## src/rtl/clk_div_multi.sv

```systemverilog
// clk_div_multi: NUM_CH independent programmable clock dividers.
// Every channel produces a registered divided clock plus a one-cycle tick that
// coincides with each rising edge of that clock. Ratio updates and
// enable/disable only take effect on period boundaries, so the output never
// has a runt pulse.

// One divider channel: the run/stop state machine, the counter, and the
// active and shadow ratio registers.
module clk_div_ch #(
  parameter int CNT_W       = 26,
  parameter int DEFAULT_DIV = 50
) (
  input  logic             clk,
  input  logic             rst,
  input  logic             en,
  input  logic             wr,
  input  logic [CNT_W-1:0] div,
  output logic             out_clk,
  output logic             tick,
  output logic             div_pend
);

  // A ratio below 2 has no room for both a high and a low phase, so it
  // is raised to 2.
  localparam int               DEF_I = (DEFAULT_DIV < 2) ? 2 : DEFAULT_DIV;
  localparam logic [CNT_W-1:0] DEF   = CNT_W'(DEF_I);

  typedef enum logic [1:0] {IDLE, RUN, STOP} state_t;

  state_t           st;
  logic [CNT_W-1:0] cnt, act, shd;
  logic [CNT_W-1:0] div_c, hi_m1, nm1;
  logic             bnd, apply;

  assign div_c = (div < CNT_W'(2)) ? CNT_W'(2) : div;
  // The high phase lasts N>>1 cycles. For odd N the extra cycle goes to the
  // low phase.
  assign hi_m1 = (act >> 1) - CNT_W'(1);
  assign nm1   = act - CNT_W'(1);
  // Boundary detection uses the state from before this edge.
  assign bnd   = (st != IDLE) && (cnt == nm1);
  // A pending shadow ratio can be promoted on any IDLE edge or at a period
  // boundary.
  assign apply = (st == IDLE) || bnd;

  // Channel state machine, counter, ratio registers, and registered outputs.
  always_ff @(posedge clk or negedge rst) begin
    if (!rst) begin
      st       <= IDLE;
      cnt      <= '0;
      act      <= DEF;
      shd      <= DEF;
      div_pend <= 1'b0;
      out_clk  <= 1'b0;
      tick     <= 1'b0;
    end else begin
      tick <= 1'b0;
      case (st)
        IDLE: begin
          cnt     <= '0;
          out_clk <= 1'b0;
          if (en) st <= RUN;
        end
        default: begin
          if (bnd) begin
            cnt <= '0;
            if (st == RUN) begin
              out_clk <= 1'b1;
              tick    <= 1'b1;
            end else begin
              out_clk <= 1'b0;
              st      <= IDLE;
            end
          end else begin
            cnt <= cnt + CNT_W'(1);
            if (cnt == hi_m1) out_clk <= 1'b0;
          end
          // The current period keeps counting in STOP, so the output falls
          // at its normal time. Resuming before the boundary leaves the
          // waveform unchanged.
          if (st == RUN && !en)             st <= STOP;
          else if (st == STOP && en && !bnd) st <= RUN;
        end
      endcase
      if (apply && div_pend) act <= shd;
      // A write on the same edge as a boundary does not take effect on that
      // edge. The new value stays pending until the next boundary.
      if (wr) begin
        shd      <= div_c;
        div_pend <= 1'b1;
      end else if (apply) begin
        div_pend <= 1'b0;
      end
    end
  end

endmodule

// Top level: decodes config writes and instantiates one channel per lane.
module clk_div_multi #(
  parameter int NUM_CH      = 4,
  parameter int CNT_W       = 26,
  parameter int DEFAULT_DIV = 50
) (
  input  logic                                          clk,
  input  logic                                          rst,
  input  logic [NUM_CH-1:0]                             en,
  input  logic                                          cfg_we,
  input  logic [((NUM_CH > 1) ? $clog2(NUM_CH) : 1)-1:0] cfg_ch,
  input  logic [CNT_W-1:0]                              cfg_div,
  output logic [NUM_CH-1:0]                             out_clk,
  output logic [NUM_CH-1:0]                             tick,
  output logic [NUM_CH-1:0]                             div_pend
);

  for (genvar i = 0; i < NUM_CH; i++) begin : g_ch
    logic wr;
    // An out-of-range cfg_ch matches no lane, so that write is dropped.
    assign wr = cfg_we && (int'(cfg_ch) == i);

    clk_div_ch #(
      .CNT_W       (CNT_W),
      .DEFAULT_DIV (DEFAULT_DIV)
    ) u_ch (
      .clk      (clk),
      .rst      (rst),
      .en       (en[i]),
      .wr       (wr),
      .div      (cfg_div),
      .out_clk  (out_clk[i]),
      .tick     (tick[i]),
      .div_pend (div_pend[i])
    );
  end

endmodule

```

## config.mk

```make
export PLATFORM = sky130hd
export DESIGN_NAME = clk_div_multi
export DESIGN_NICKNAME = d
export VERILOG_FILES = /design/src/rtl/clk_div_multi.sv
export SDC_FILE = /design/constraint.sdc
export NUM_CORES = 1
export LEC_CHECK = 0
export ABC_AREA = 0
export BUFFER_PORTS_ARGS = -buffer_cell sky130_fd_sc_hd__buf_2
export CORE_MARGIN = 8
export CORE_UTILIZATION = 47
export DETAILED_ROUTE_END_ITERATION = 6
export GPL_TIMING_DRIVEN = 0
export PLACE_DENSITY = 0.68
export SLEW_MARGIN = 20
export SYNTH_ARGS = -nofsm -noshare
export SYNTH_HDL_FRONTEND = slang
export SYNTH_SLANG_ARGS = --single-unit
```

## constraint.sdc

```tcl
create_clock -name clk -period 3.8 [get_ports clk]
set_input_delay 0.76 -clock clk [delete_from_list [all_inputs] [get_ports clk]]
set_output_delay 0.76 -clock clk [all_outputs]
set_load 0.03 [all_outputs]
```

======== Word level (Yosys, flattened, before mapping) ========
Cells that the tools add are included.
word-level totals
  register bits ........................... 332
  bits in writable memories ............... 0
  input port bits ......................... 35
  output and inout bits ................... 12
  bits in latches ......................... 0
  memory bits (read-only) ................. 0
  memories kept ........................... 0
  logic and storage cells ................. 194
operators by class
  bitwise logic cells ..................... 0
  multiply operators ...................... 0
  order comparisons ....................... 1
  $add $sub $neg .......................... 12
  mux-type cells .......................... 65
  reductions and logical operators ........ 61
  shifts and indexed selects .............. 0
  div/mod/pow operators ................... 0
  eq/ne operators ......................... 27
operators with widths
  cell                                                         count
  two-way mux 26 bit                                           9
  == test 26 bit                                               8
  adder 26 x 1 -> 26 bit, second input constant                4
  subtractor 25 x 1 -> 26 bit, second input constant           4
  subtractor 26 x 1 -> 26 bit, second input constant           4
  two-way mux 2 bit                                            24
  two-way mux 1 bit                                            32
  less-than comparator 26 x 2 -> 1 bit, second input constant  1
  logical AND 1 bit                                            24
  != test 4 x 3 -> 1 bit, second input constant                4
  nonzero test 2 bit                                           8
  nonzero test 4 bit                                           4
  == test 2 bit, second input constant                         6
  AND reduction 3 bit                                          4
  nonzero test 3 bit                                           4
  == test 2 x 1 -> 1 bit, second input constant                5
  zero test 2 bit                                              5
  zero test 1 bit                                              8
  != test 2 bit, second input constant                         4
  logical OR 1 bit                                             4

======== Logic depth before layout (Yosys ltp) ========
  word-level depth ........................ 8
  depth in mapped cells ................... 14
  gate-level depth less buffers ........... 10

======== By module ========
From an unflattened synthesis, not the netlist that was laid out.
unflattened totals
  cells, all modules ...................... 2547
  area total of the unflattened synthesis .. 23538.8 sq um
modules (own cells, without submodules)
  module                          cells an instance  area each (sq um)  times used  seq. area each (sq um)
  clk_div_ch at g_ch[0].u_ch ...  653                6013.3             3           2084.5
  clk_div_ch at g_ch[3].u_ch      584                5461.5             1           2084.5
  clk_div_multi                   4                  37.5               1           0.0

======== Least setup slack after synthesis ========
OpenSTA, ideal clock, no wires.
  path type ............................... register -> register
  start point ............................. reg g_ch[3].u_ch.act[16]
  end point ............................... reg g_ch[3].u_ch.act[10]
  arrival time ............................ 3.347 ns
  period minus slack after synthesis ...... 3.472 ns
  slack ................................... 0.328 ns
  stages on the path, launching flop included .. 11
  library setup time ...................... 0.125 ns
  path buffers ............................ 2
  required time ........................... 3.675 ns
  cells stage by stage .................... dfrtp_1 -> clkbuf_1 -> or4_1 -> or4_1 -> xnor2_1 -> o41ai_1 -> o2111ai_1 -> nor4b_4 -> o21ai_4 -> buf_6 -> mux2_4
between the ends
  cells in the longest elaborated chain, start to end .. 5
ends and longest elaborated chain
  item                         line  text
  start: declaration           31    logic [CNT_W-1:0] cnt, act, shd;
  start signal: assignment     51    act <= DEF;
  start signal: assignment     85    if (apply && div_pend) act <= shd;
  subtractor 26 x 1 -> 26 bit  39    assign nm1 = act - CNT_W'(1);
  == test 26 bit               41    assign bnd = (st != IDLE) && (cnt == nm1);
  logical AND 1 bit            41
  logical OR 1 bit             44    assign apply = (st == IDLE) || bnd;
  logical AND 1 bit            85
Every way passes these cells.
A chain may end at the register's enable or synchronous reset.

======== Final worst setup path ========
  start point ............................. reg g_ch[1].u_ch.act[2]
  end point ............................... reg g_ch[1].u_ch.out_clk
between the ends
  cells in the longest elaborated chain, start to end .. 5
  elaborated cells between the ends (all ways) .. 8
  classes of those cells .................. 2 x add/sub; 2 x eq/ne; 2 x mux; 2 x reduce/logical
ends and longest elaborated chain
  item                         line  text
  start: declaration           31
  start signal: assignment     51
  start signal: assignment     85
  subtractor 26 x 1 -> 26 bit  39
  == test 26 bit               41
  logical AND 1 bit            41
  two-way mux 1 bit            65    if (bnd) begin
  two-way mux 1 bit            58    case (st)
  end signal: assignment       61    out_clk <= 1'b0;
  end signal: assignment       68    out_clk <= 1'b1;
  end signal: assignment       71    out_clk <= 1'b0;
  end: declaration             18    output logic out_clk,
Parallel ways exist; a longest one is shown, timed or not.

==> results.yml <==
clocking:
  clock_sinks: 332
  hold_buffers: 0
  clockBufferDepth: 3
  cts_buffers: 39
  clk_pin_slew_ns: 0.06
  cts_tree: "built"
  cts-root-buf: "clkbuf_16"
  htree_num_levels: 2
  clock_latency_ns: 0.56
worst_setup_path:
  path_max_fanout: 9
  cp-start-kind: "flop"
  cp-end-kind: "flop"
  worst_ep_arrival_time_ns: 4.21
  path_buf_inv: 1
  required_ns: 4.24
  cpPeakStageDelay_ns: 0.78
  worstSetupPathType: "reg -> reg"
  cp_cell_sequence: "inv_1 > ha_2 > nor3b_2 > nand4_1 > nor2_1 > xnor2_1 > a2111oi_1 > o2111ai_1 > o41a_1 > a2bb2o_1"
  crit_family: "compound AO/OA/AOI/OAI gates"
  critical_path.slowest_cell: "a2111oi_1"
place:
  placed_area_mm2: 0.0225
  port_buffers: 46
  dpl.hpwl_mm: 42.7
  post-place-ws_ns: -0.585
  place.gp.congestion: 0.978
detailed_routing:
  routed_wl_mm: 58.2
  vias: 17291
  drcViolationCount: 0
  drtIter0Drc: 1128
  ant_nets: 0
  wl_per_cell_um: 19.4
  routed_via_density: 5.78
  dr.pass1.iters: 7
power_and_ir_drop:
  power.internal_mw: 10.0
  p_seq_share_pct: 31.3
  swShare_pct: 40.0
  switchingPower_mw: 6.67
  power_frac_comb_pct: 45.4
  power.density_mw_per_mm2: 685
  clock_power_share_pct: 23.2
  ir_worst_vdd_v: 0.000396
  p_leak_nw: 9.74
grt:
  grt_max_degree: 101
  track_usage_pct: 21.8
  use_met3_pct: 3.71
  grt_pass1_wl_mm: 93.9
  antenna_found_initial: 6
  grt_pass1_vias: 17134
  met1_usage_pct: 30.1
  grt.met2_usage_pct: 34.4
  grt_busiest_layer: "met2"
  overflow: 0
yosys:
  synthTopCellsByCount: "dfrtp_1, xnor2_1, nor2_1"
  syn_nets: 2302
  synth_seq_cells: 332
  async_flop_share_pct: 100
  syn_inst: 2255
  netlist_top_cells_area: "dfrtp_1, xnor2_1, mux2_2, xor2_1, nor2_1"
  synth_edf_count: 0
  netlist_area_mm2: 0.0215
  ys.warnings.count: 0
  yosysMostFrequentCell: "dfrtp_1"
  synth_top_area_share_pct: 35.9
  synth_flop_cell: "dfrtp_1"
  yosys.area.top_type: "dfrtp_1"
  synth_seq_area_share_pct: 38.9
  ys_types: 91
  avgSynthCellArea_um2: 9.51
sta:
  worstMarginPinSlew_ns: 0.954
  setup_viol: 0
  postLayoutSetupSlackWorst_ns: 0.0222
  period_share_pct: 99.4
  slew_headroom_pct: 36.2
  period_needed_ns: 3.78
  final.setup.tns_ns: 0
  fmax_mhz: 265
  hold_viol_final: 0
  clock-skew-final_ns: 0.0201
  slew_viol_final: 0
die:
  dieArea_mm2: 0.0527
  core_mm2: 0.0452
  initial_utilization_pct: 47.5
  die_x_um: 230
  chipHeight_um: 230
  rows: 78
  num_io_pins: 47
cells_and_area:
  seq_area_mm2: 0.00834
  multi_input_area_mm2: 0.0124
  nNetsFinal: 2408
  syn2layout_area_growth_pct: 13.4
  fillers: 4084
  post-route-util_pct: 53.8
  finalInstanceArea_mm2: 0.0243
  drive_above_1_share_pct: 18.5
job:
  cap_violations: 0
min_path:
  min_path_type: "in -> async"
outcome:
  run_status: "finished, final reports clean"
==> stage by stage <==
| step | cells | hold WS, ns | total power, mW |
|---|---|---|---|
| floorplan | 2255 | 0.446 | 10.7 |
| global placement | 2901 | 0.461 | 12.3 |
| detailed placement | 2904 | 0.473 | 12.5 |
| CTS | 2984 | 0.165 | 16.6 |
| global route | 2992 | 0.182 | 17.8 |
| finish | 2994 | 0.140 | 16.7 |
==> state kept, by name, indices dropped and copies added (netlist names) <==
name / flops
g_ch.u_ch.st: 8
g_ch.u_ch.div_pend: 4
g_ch.u_ch.cnt: 104
g_ch.u_ch.tick: 4
g_ch.u_ch.out_clk: 4
g_ch.u_ch.shd: 104
g_ch.u_ch.act: 104
==> kinds of logic after synthesis <==
family | Yosys count | synth area share (%)
buffers and inverters | 246 | 5.02
DFF | 332 | 38.9
xor gates and xnor gates | 359 | 14.7
and+or+nand+nor | 825 | 20.3
muxes | 202 | 11.2
AOI/OAI and AO/OA | 279 | 9.31
adders and majority gates | 12 | 0.700
==> area by class of cell <==
| cell class | instances | share of cell area (%) |
|---|---|---|
| antenna | 2 | 0.0206 |
| buffer | 196 | 3.70 |
| clock buffer | 57 | 4.75 |
| clock inverter | 15 | 0.725 |
| inverter | 47 | 0.725 |
| multi-input combinational | 1677 | 50.8 |
| sequential | 332 | 34.3 |
| tap | 600 | 3.09 |
| timing repair buffer | 68 | 1.91 |
==> worst register-to-register path, stage by stage (launching register included) <==
cell,delay (ns)
dfrtp_2,0.48
inv_1,0.08
ha_2,0.23
nor3b_2,0.56
nand4_1,0.39
nor2_1,0.21
xnor2_1,0.12
a2111oi_1,0.78
o2111ai_1,0.21
o41a_1,0.34
a2bb2o_1,0.27
==> power groups by stage <==
stage,clock (mW),combinational (mW),sequential [mW]
global placement,0,7.12,5.16
global route,4.09,8.37,5.35
floorplan,0,5.77,4.97
CTS,3.97,7.43,5.18
detailed placement,0,7.30,5.20
finish,3.87,7.58,5.22
==> cells in the final DEF, fill, tap and decap left out, types with 13 or more instances in the layout <==
master / n
and3_1: 30
or3_1: 19
buf_1: 15
xor2_1: 133
dfstp_2: 24
xnor2_1: 226
or4_1: 22
nand2b_1: 13
buf_4: 33
and2_1: 13
nor3_1: 77
nor2b_1: 30
o211ai_1: 35
mux2i_1: 26
o221ai_1: 26
o21ai_0: 42
a31oi_1: 14
inv_1: 46
nand3_1: 72
nor4_1: 45
mux2_2: 121
dfrtp_1: 306
clkbuf_1: 137
a21oi_1: 47
buf_2: 64
mux2_1: 15
mux2_4: 40
nand4_1: 49
and4_1: 13
clkbuf_16: 40
nand2_1: 143
nor2_1: 205
==> final timing paths <==
| path | startpoint | end | slack, ns | cells after the start |
|---|---|---|---|---|
| worst max register to register | g_ch[1].u_ch.act[2] | g_ch[1].u_ch.out_clk | 0.02 | 10 |
| worst min-delay path | rst | g_ch[1].u_ch.cnt[14] | 0.14 | 1 |
| worst max-delay path | g_ch[1].u_ch.act[2] | g_ch[1].u_ch.out_clk | 0.02 | 10 |
| min in group clk | en[2] | g_ch[2].u_ch.st[1] | 0.42 | 2 |
| max in group asynchronous | rst | g_ch[2].u_ch.cnt[23] | 1.96 | 4 |
| worst min register to register | g_ch[0].u_ch.shd[24] | g_ch[0].u_ch.act[24] | 0.48 | 1 |
==> per-layer routing <==
layer	part of all wire, %	vias to the layer above	wire length [um]
met1	46	8564	26900
li1	-	8188	-
met4	2.9	2	1690
met5	0.022	-	13
met2	46	423	26500
met3	5.3	114	3070
==> timing repair <==
item	4_1_cts	5_1_grt
setup buffers	9	10
pin swaps	4	9
resized for setup	35	32
setup endpoints to repair	201	191
Power figures use the tool's default switching activity.
